`src/rtl/rv_pkg.sv`:
```
// Shared definitions for the RISC-V core front end: data width, fetch FSM
// encoding and the end-of-program instruction words.
package rv_pkg;

   localparam int XLEN = 32;

   localparam logic [XLEN-1:0] ECALL_WORD  = 32'h0000_0073;
   localparam logic [XLEN-1:0] EBREAK_WORD = 32'h0010_0073;

   typedef enum logic [1:0] {
      IDLE = 2'd0,
      REQ  = 2'd1,
      WAIT = 2'd2,
      HOLD = 2'd3
   } fetch_state_t;

endpackage

```
`src/rtl/fetch_timeout_ctr.sv`:
```
// Response watchdog for the fetch stage: loaded with TIMEOUT on clr, counts
// down while en is high, and reports expired on the last permitted wait cycle.
module fetch_timeout_ctr #(
   parameter int unsigned TIMEOUT = 15
) (
   input  logic clk,
   input  logic reset,
   input  logic clr,
   input  logic en,
   output logic expired
);

   localparam int unsigned W = $clog2(TIMEOUT + 1);

   logic [W-1:0] cnt_q;
   logic [W-1:0] cnt_d;

   always_comb begin
      cnt_d = cnt_q;
      if (clr) begin
         cnt_d = W'(TIMEOUT);
      end else if (en && (cnt_q != '0)) begin
         cnt_d = cnt_q - W'(1);
      end
   end

   always_ff @(posedge clk or posedge reset) begin
      if (reset) begin
         cnt_q <= '0;
      end else begin
         cnt_q <= cnt_d;
      end
   end

   // Deliberately not qualified by en so the FSM can use it without a comb loop.
   assign expired = (cnt_q == W'(1));

endmodule

```
`src/rtl/instr_fetch.sv`:
```
// Instruction fetch stage: one outstanding req/gnt/rvalid transaction to
// instruction memory, valid/ready hold toward decode, sticky finish and fault.
module instr_fetch #(
   parameter int unsigned TIMEOUT     = 15,
   parameter logic [31:0] ECALL_WORD  = rv_pkg::ECALL_WORD,
   parameter logic [31:0] EBREAK_WORD = rv_pkg::EBREAK_WORD
) (
   input  logic        clk,
   input  logic        reset,
   input  logic [31:0] pc,
   input  logic        pc_valid,
   input  logic        flush,
   output logic        imem_req,
   output logic [31:0] imem_addr,
   input  logic        imem_gnt,
   input  logic        imem_rvalid,
   input  logic [31:0] imem_rdata,
   output logic [31:0] instr,
   output logic [31:0] instr_pc,
   output logic        instr_valid,
   input  logic        instr_ready,
   output logic        finish_flag,
   output logic        fault
);

   import rv_pkg::*;

   fetch_state_t state_q, state_d;
   logic [31:0]  imem_addr_q, imem_addr_d;
   logic [31:0]  instr_q, instr_d;
   logic [31:0]  instr_pc_q, instr_pc_d;
   logic         imem_req_q, imem_req_d;
   logic         instr_valid_q, instr_valid_d;
   logic         finish_q, finish_d;
   logic         fault_q, fault_d;
   logic         drop_q, drop_d;

   logic ctr_clr;
   logic ctr_en;
   logic ctr_expired;
   logic accept;
   logic rdata_is_finish;

   fetch_timeout_ctr #(
      .TIMEOUT (TIMEOUT)
   ) u_timeout (
      .clk     (clk),
      .reset   (reset),
      .clr     (ctr_clr),
      .en      (ctr_en),
      .expired (ctr_expired)
   );

   assign accept          = pc_valid && !flush && !finish_q && !fault_q;
   assign rdata_is_finish = (imem_rdata == ECALL_WORD) || (imem_rdata == EBREAK_WORD);

   always_comb begin
      // NOTE: every value written here gets a default first, so no path can infer a latch.
      state_d     = state_q;
      imem_addr_d = imem_addr_q;
      instr_d     = instr_q;
      instr_pc_d  = instr_pc_q;
      finish_d    = finish_q;
      fault_d     = fault_q;
      drop_d      = drop_q;
      ctr_clr     = 1'b0;
      ctr_en      = 1'b0;

      case (state_q)
         IDLE: begin
            if (accept) begin
               if (pc[1:0] != 2'b00) begin
                  fault_d = 1'b1;
               end else begin
                  imem_addr_d = pc;
                  state_d     = REQ;
               end
            end
         end
         REQ: begin
            // A grant in the flush cycle still produces a response, which must be swallowed later.
            if (flush) begin
               state_d = IDLE;
               if (imem_gnt) drop_d = 1'b1;
            end else if (imem_gnt) begin
               state_d = WAIT;
               ctr_clr = 1'b1;
            end
         end
         WAIT: begin
            if (imem_rvalid) begin
               if (drop_q) begin
                  drop_d  = 1'b0;
                  state_d = IDLE;
               end else begin
                  instr_d    = imem_rdata;
                  instr_pc_d = imem_addr_q;
                  state_d    = HOLD;
                  if (rdata_is_finish) finish_d = 1'b1;
               end
            end else begin
               ctr_en = 1'b1;
               if (flush) drop_d = 1'b1;
               if (ctr_expired) begin
                  fault_d = 1'b1;
                  drop_d  = 1'b0;
                  state_d = IDLE;
               end
            end
         end
         HOLD: begin
            if (flush || instr_ready) state_d = IDLE;
         end
         default: state_d = IDLE;
      endcase

      imem_req_d    = (state_d == REQ);
      instr_valid_d = (state_d == HOLD);
   end

   // NOTE: the asynchronous reset clears every flop here, including the data registers.
   always_ff @(posedge clk or posedge reset) begin
      if (reset) begin
         state_q       <= IDLE;
         imem_addr_q   <= '0;
         instr_q       <= '0;
         instr_pc_q    <= '0;
         imem_req_q    <= 1'b0;
         instr_valid_q <= 1'b0;
         finish_q      <= 1'b0;
         fault_q       <= 1'b0;
         drop_q        <= 1'b0;
      end else begin
         // NOTE: non-blocking assignments so every flop samples pre-edge values.
         state_q       <= state_d;
         imem_addr_q   <= imem_addr_d;
         instr_q       <= instr_d;
         instr_pc_q    <= instr_pc_d;
         imem_req_q    <= imem_req_d;
         instr_valid_q <= instr_valid_d;
         finish_q      <= finish_d;
         fault_q       <= fault_d;
         drop_q        <= drop_d;
      end
   end

   assign imem_req    = imem_req_q;
   assign imem_addr   = imem_addr_q;
   assign instr       = instr_q;
   assign instr_pc    = instr_pc_q;
   assign instr_valid = instr_valid_q;
   assign finish_flag = finish_q;
   assign fault       = fault_q;

endmodule

```
`config.mk`:
```
export PLATFORM = sky130hd
export DESIGN_NAME = instr_fetch
export DESIGN_NICKNAME = d
export VERILOG_FILES = /design/src/rtl/rv_pkg.sv /design/src/rtl/fetch_timeout_ctr.sv /design/src/rtl/instr_fetch.sv
export SDC_FILE = /design/constraint.sdc
export NUM_CORES = 1
export LEC_CHECK = 0
export ABC_CLOCK_PERIOD_IN_PS = 4760
export BUFFER_PORTS_ARGS = -buffer_cell sky130_fd_sc_hd__buf_2
export CAP_MARGIN = 20
export CELL_PAD_IN_SITES_DETAIL_PLACEMENT = 1
export CELL_PAD_IN_SITES_GLOBAL_PLACEMENT = 2
export CORE_MARGIN = 10
export CORE_UTILIZATION = 31
export CTS_BUF_LIST = sky130_fd_sc_hd__clkbuf_4 sky130_fd_sc_hd__clkbuf_8 sky130_fd_sc_hd__clkbuf_16
export DETAILED_ROUTE_END_ITERATION = 10
export HOLD_SLACK_MARGIN = 0.06
export PLACE_DENSITY_LB_ADDON = 0.3
export SLEW_MARGIN = 20
export SYNTH_ARGS = -nofsm -noshare
export SYNTH_HDL_FRONTEND = slang
export SYNTH_SLANG_ARGS = --single-unit
```
`constraint.sdc`:
```
create_clock -name clk -period 4.76 [get_ports clk]
set_clock_uncertainty 0.15 [all_clocks]
set_input_delay 0.952 -clock clk [delete_from_list [all_inputs] [get_ports clk]]
set_output_delay 0.952 -clock clk [all_outputs]
set_load 0.03 [all_outputs]
```
==> results of run 1 <==
## power groups by stage
stage	Combinational, mW	Clock, mW	Sequential, mW
detailed placement	0.0582	0	0.926
floorplan	0.0175	0	0.926
global placement	0.0573	0	0.926
finish	0.0588	0.728	0.908
global route	0.0673	0.797	0.908
CTS	0.0583	0.753	0.908
## cell type report
type | count | area, sq um
fill | 1455 | 7700
tap | 176 | 220
clock buffer | 13 | 268
multi-input combinational | 149 | 1440
clock inverter | 3 | 22.5
inverter | 5 | 21.3
timing repair buffer | 173 | 893
sequential | 107 | 2680
## synthesized netlist by cell type (all sizes together)
cell type  number
o41ai           1
nor4b           1
or4             1
dfrtp         107
nand3b          1
ha              2
and4bb          1
nor2            3
nand2           1
or3b            1
nor4            4
or4b            1
nor3            1
buf            11
nor3b           5
inv             5
nand2b          1
and2            2
a211oi          1
a31oi           2
and2b           1
a21o            1
mux2           94
o21ai           7
a21oi           2
or4bb           1
nand4           2
nand4b          1
nand3           6
and3            1
or3             4
## routing by layer
metal  global-route usage (%)  vias up  part of all wire (%)
li1                         -     1321                     -
met1                     14.7     1477                    42
met2                     18.8      119                    44
met3                     7.64       15                    13
met4                     3.55        2                  0.94
met5                        0        -                  0.11
## how the worst max path moves through the flow
stage / cells past startpoint / to
after floorplan: 1 / drop_q
after global routing: 5 / imem_addr[26]
final: 5 / imem_addr[23]
after detailed placement: 5 / imem_addr[26]
after CTS: 5 / imem_addr[23]
after global placement: 5 / imem_addr[19]
## kinds of logic (layout without fill, tap and decap cells)
logic type	count (synthesis)	after routing	synth area share (%)
AOI/OAI and AO/OA	14	14	1.97
adders and majority gates	2	2	0.596
muxes	94	94	25.2
buffers and inverters	16	194	2.03
DFF	107	107	63.7
and+or+nand+nor	39	39	6.46
## flip-flops by register name, indices dropped and copies added, names as in the netlist
signal,flops
imem_addr,32
drop_q,1
instr_valid,1
state_q,2
finish_flag,1
fault,1
u_timeout.cnt_q,4
instr_pc,32
imem_req,1
instr,32
## stage by stage
| stage | hold slack (ps) | instances |
|---|---|---|
| floorplan | 359 | 272 |
| global placement | 335 | 609 |
| detailed placement | 341 | 609 |
| CTS | 356 | 625 |
| global route | 363 | 626 |
| finish | 349 | 626 |
## worst max-delay path: cells and delay by family
family,cells,cell delay [ps]
buf+inv,2,590
mux,1,300
simple gates,2,940
==> qor.yml, run 1 <==
run_status:
  status: "completed"
power:
  switching_share_pct: 21.5
  pwr-share-clk_pct: 42.9
  peakVddDrop_uv: 145
  power.total_mw: 1.69
  power_leakage_nw: 3.17
  p_switching_uw: 365
  p_per_area_nw_per_um2: 306
  seqPwrFrac_pct: 53.6
  p_int_mw: 1.33
  p_comb_share_pct: 3.5
cts:
  cts_tree: "done"
  cts-root-buf: "clkbuf_16"
  cts.reportedPaths.clkPinSlew_ps: 70
  cts_max_level: 3
  cts.sinks: 107
  cts_resized: 0
  cts_hold_buf: 0
  max-clock-path-buffers: 2
  clk_latency_ps: 340
  cts_buffers: 9
  cts_setup_buffers: 0
flow_run:
  cap_violations: 0
sta:
  setup_viol: 0
  slew_viol_final: 0
  finalCriticalPeriod_ps: 2710
  fmax_ghz: 0.369
  fin_tns_setup_ps: 0
  tightest_slew_ps: 1080
  period_share_pct: 56.9
  postLayoutSetupSlackWorst_ps: 2050
  relSlewSlack_pct: 28.1
  rsz0062_at_grt: "false"
  hold_viol_final: 0
route:
  routedWlPerCell_um: 18.4
  vias_per_cell: 4.69
  drtPass1Iterations: 2
  post-route-drc-count: 0
  first_iter_violations: 116
  ant_nets: 0
  finalWirelength_um: 11500
  vias: 2934
yosys:
  yosysWarnings: 0
  ys_ff_latch: 107
  synth_area_sq_um: 4200
  synthCells: 272
  netlist.area_leader.share_pct: 63.7
  ys_seq_area_share_pct: 63.7
  netlist-cell-type-count: 35
  synth_top_cell_by_area: "dfrtp_1"
  ys_top_cells_by_area: "dfrtp_1, mux2_2, buf_2, nor3b_1, o21ai_0"
  syn-num-nets: 345
  syn_avg_cell_area_sq_um: 15.4
critical_path:
  path_cells: "buf_2 -> nor2_1 -> nand4_2 -> buf_4 -> mux2_2"
  critPathRequiredTime_ps: 4840
  endpoint_kind: "flop"
  path_max_fanout: 24
  crit_path_start: "flush"
  path_class: "in -> reg"
  r2r-end: "imem_addr[23]"
  reg2reg_setup_slack_ps: 2290
  cpMaxStageDelayCell: "nand4_2"
  ff2ff_path_depth: 4
  cpPeakStageDelay_ps: 720
  r2r-start: "state_q[1]"
  cp-start-kind: "input port"
  crit_arrival_ps: 2790
final_layout:
  drive_above_1_share_pct: 65.1
  final_cell_mix: "buf_2, dfrtp_1, mux2_2, clkbuf_16, o21ai_0"
  diodes: 0
  fin_util_pct: 41.9
  fin_nets: 518
  final_area_sq_um: 5540
  synthToLayoutAreaGrowth_pct: 32.0
  layout_commonest_cell: "buf_2"
die:
  row_count: 42
  start_util_pct: 31.7
  die_area_sq_um: 18600
  coreArea_sq_um: 13200
  dieWidth_um: 136
  die_y_um: 136
  num_io_pins: 171
min_path:
  min_to: "instr[12]"
  min-delay-start: "instr[12]"
  worstHoldPathCells: 1
  hold_class: "reg -> reg"
grt:
  grt_usage_pct: 12.5
  antenna_found_initial: 1
  overflow: 0
  grt_pass1_wl_um: 18300
  grt_pass1_vias: 3334
  grt_max_degree: 80
place:
  post_dp_cell_area_sq_um: 5230
  place_hpwl_um: 8530
  pre_cts_ws_ps: 1570
  routabilityCongestion: 0.759
  io_buffers: 170
No activity file was read; power rests on OpenSTA's default activity.
==> inputs of run 2 (changes only) <==
--- a/config.mk
+++ b/config.mk
@@ -5,13 +5,13 @@
 export SDC_FILE = /design/constraint.sdc
 export NUM_CORES = 1
 export LEC_CHECK = 0
-export ABC_CLOCK_PERIOD_IN_PS = 4760
+export ABC_CLOCK_PERIOD_IN_PS = 2400
 export BUFFER_PORTS_ARGS = -buffer_cell sky130_fd_sc_hd__buf_2
 export CAP_MARGIN = 20
 export CELL_PAD_IN_SITES_DETAIL_PLACEMENT = 1
 export CELL_PAD_IN_SITES_GLOBAL_PLACEMENT = 2
 export CORE_MARGIN = 10
-export CORE_UTILIZATION = 31
+export CORE_UTILIZATION = 28
 export CTS_BUF_LIST = sky130_fd_sc_hd__clkbuf_4 sky130_fd_sc_hd__clkbuf_8 sky130_fd_sc_hd__clkbuf_16
 export DETAILED_ROUTE_END_ITERATION = 10
 export HOLD_SLACK_MARGIN = 0.06
==> constraint.sdc (replaced) <==
create_clock -name clk -period 2.4 [get_ports clk]
set_clock_uncertainty 0.15 [all_clocks]
set_input_delay 0.48 -clock clk [delete_from_list [all_inputs] [get_ports clk]]
set_output_delay 0.48 -clock clk [all_outputs]
set_load 0.03 [all_outputs]
==> run 2 against run 1 <==
  * Worst setup slack lost 1500 ps
  * Final cell count up 1.8%
  * First-iteration DRC count shrank 34%
  * Largest cell class unchanged
  * Clock-buffer cell count decreased by 2
  * Combinational power grew 100%
  * Hold slack worse by 140 ps
  * Highest routed layer unchanged
  * Sequential power grew 98%
==> qor.yml, run 2 (synthesis results as in run 1) <==
critical_path:
  cp_num_buf_inv: 1  # -1
  path_depth: 3  # -2
  cp-start-kind: "flop"
  crit_path_start: "state_q[0]"
  path_class: "reg -> reg"
  ff2ff_path_depth: 3  # -1
  cpPeakStageDelay_ps: 480  # -240 ps
  path_cells: "and4bb_4 -> buf_4 -> mux2_2"
  reg2reg_setup_slack_ps: 580  # -1710 ps
  critPathRequiredTime_ps: 2480  # -2360 ps
  crit_family: "flip-flops"
  cpMaxStageDelayCell: "dfrtp_1"
  r2r-end: "instr[20]"
  path_max_fanout: 19  # -21%
  critPathCapture: "instr[20]"
  endpoint_kind: "flop"
  r2r-start: "state_q[0]"
  crit_arrival_ps: 1900  # -890 ps
die:
  row_count: 44  # +4.8%
  die_area_sq_um: 20300  # +9.1%
  dieWidth_um: 142  # +4.5%
  coreArea_sq_um: 14600  # +11%
  die_y_um: 142  # +4.5%
  num_io_pins: 171  # unchanged
  start_util_pct: 28.7  # -3.0 points
sta:
  postLayoutSetupSlackWorst_ps: 583  # -1470 ps
  fmax_ghz: 0.550
  fin_tns_setup_ps: 0  # unchanged
  hold_viol_final: 0  # unchanged
  setup_viol: 0  # unchanged
  period_share_pct: 75.7
  slew_viol_final: 0  # unchanged
  rsz0062_at_grt: "false"
  finalCriticalPeriod_ps: 1820
  tightest_slew_ps: 478  # -600 ps
  relSlewSlack_pct: 68.0  # +40 points
run_status:
  status: "completed"
final_layout:
  layout_commonest_cell: "buf_2"
  fin_nets: 521  # +0.58%
  synthToLayoutAreaGrowth_pct: 34.3
  num-fill-cells: 1572  # +8.0%
  drive_above_1_share_pct: 65.1  # about the same
  diodes: 0  # unchanged
  fin_cells: 637  # +1.8%
  final_cell_mix: "buf_2, dfrtp_1, mux2_2, clkbuf_16, o21ai_0"
power:
  seqPwrFrac_pct: 51.4  # -2.2 points
  switching_share_pct: 21.8  # +0.32 points
  peakVddDrop_uv: 265  # +83%
  pwr-share-clk_pct: 45.2  # +2.3 points
  p_switching_uw: 764  # +110%
  p_int_mw: 2.74  # +110%
  power_leakage_nw: 3.21  # +1.3%
  power.total_mw: 3.50  # +110%
  p_per_area_nw_per_um2: 621  # +100%
  p_comb_share_pct: 3.4  # about the same
cts:
  cts_tree: "done"
  cts_max_level: 3  # unchanged
  max-clock-path-buffers: 2  # unchanged
  cts_resized: 0  # unchanged
  cts_setup_buffers: 0  # unchanged
  cts.sinks: 107  # unchanged
  cts-root-buf: "clkbuf_16"
  clk_latency_ps: 350  # about the same
  cts.reportedPaths.clkPinSlew_ps: 70  # about the same
  cts_buffers: 9  # unchanged
  cts_hold_buf: 1  # +1
route:
  first_iter_violations: 76  # -34%
  drtPass1Iterations: 4  # +2
  post-route-drc-count: 0  # unchanged
  routedWlPerCell_um: 18.9  # +2.7%
  ant_nets: 0  # unchanged
  vias_per_cell: 4.58  # -2.4%
  finalWirelength_um: 12000  # +4.6%
  vias: 2915  # -0.65%
grt:
  use_met2_pct: 18.3  # -0.48 points
  antenna_found_initial: 2  # +1
  use_met1_pct: 13.5  # -1.2 points
  grt_use_met3_pct: 6.81  # -0.83 points
  overflow: 0  # unchanged
  grt_pass1_wl_um: 19000  # +4.2%
  grt_pass1_vias: 3394  # +1.8%
  grt_max_degree: 55  # -31%
  grt_usage_pct: 11.9  # -0.59 points
  busiest_layer: "met2"
place:
  place_hpwl_um: 9180  # +7.6%
  io_buffers: 170  # unchanged
  routabilityCongestion: 0.769  # +1.3%
  pre_cts_ws_ps: 516  # -1060 ps
  place_inst: 620  # +1.8%
min_path:
  hold_class: "in -> reg"
flow_run:
  cap_violations: 0  # unchanged
==> run 2: changes by cell type in the layout (fill, tap and decap cells not counted) <==
cell           delta
buf_12            +4
buf_16            -1
buf_4             -1
bufinv_16         +1
clkbuf_4          -2
clkinvlp_4        -1
dlygate4sd3_1     +1
inv_4             -1
inv_6             +2
inv_8             +1
==> run 2: stage by stage <==
stage | instance area, sq um | utilization (%) | hold slack (ps)
6_report | 5640 | 38.5 | 210
5_1_grt | 5640 | 38.5 | 199
4_1_cts | 5640 | 38.5 | 193
3_5_place_dp | 5310 | 36.3 | 341
3_3_place_gp | 5310 | 36.3 | 335
2_1_floorplan | 4200 | - | 359
==> run 2: how the worst min path moves through the flow <==
stage / startpoint / to / slack (ps) / cells past startpoint
after floorplan: u_timeout.cnt_q[1] / u_timeout.cnt_q[1] / 360 / 2
after global placement: instr_pc[21] / instr_pc[21] / 330 / 1
after detailed placement: reset / instr_pc[24] / 340 / 2
after CTS: pc[8] / imem_addr[8] / 190 / 2
after global routing: pc[28] / imem_addr[28] / 200 / 2
final: pc[18] / imem_addr[18] / 210 / 2
==> run 2: power by group through the flow <==
| stage | Sequential, mW | Clock (mW) | Combinational [mW] |
|---|---|---|---|
| floorplan | 1.84 | 0 | 0.0352 |
| global placement | 1.84 | 0 | 0.121 |
| detailed placement | 1.84 | 0 | 0.124 |
| CTS | 1.80 | 1.64 | 0.125 |
| global route | 1.80 | 1.71 | 0.137 |
| finish | 1.80 | 1.58 | 0.119 |
==> run 2: routing by layer <==
| layer | wire length (um) | vias up |
|---|---|---|
| li1 | - | 1330 |
| met1 | 4980 | 1458 |
| met5 | 18 | - |
| met4 | 154 | 4 |
| met2 | 5420 | 108 |
| met3 | 1460 | 15 |
==> run 2: layout make-up <==
cell class	instances	area, sq um	share of cell area (%)
inverters	5	22.5	0.399
well taps	184	230	4.08
repair buffers	176	948	16.8
clock buffers	11	253	4.48
multi-input cells	149	1440	25.6
flip-flops and latches	107	2680	47.5
clock inverters	5	66.3	1.18
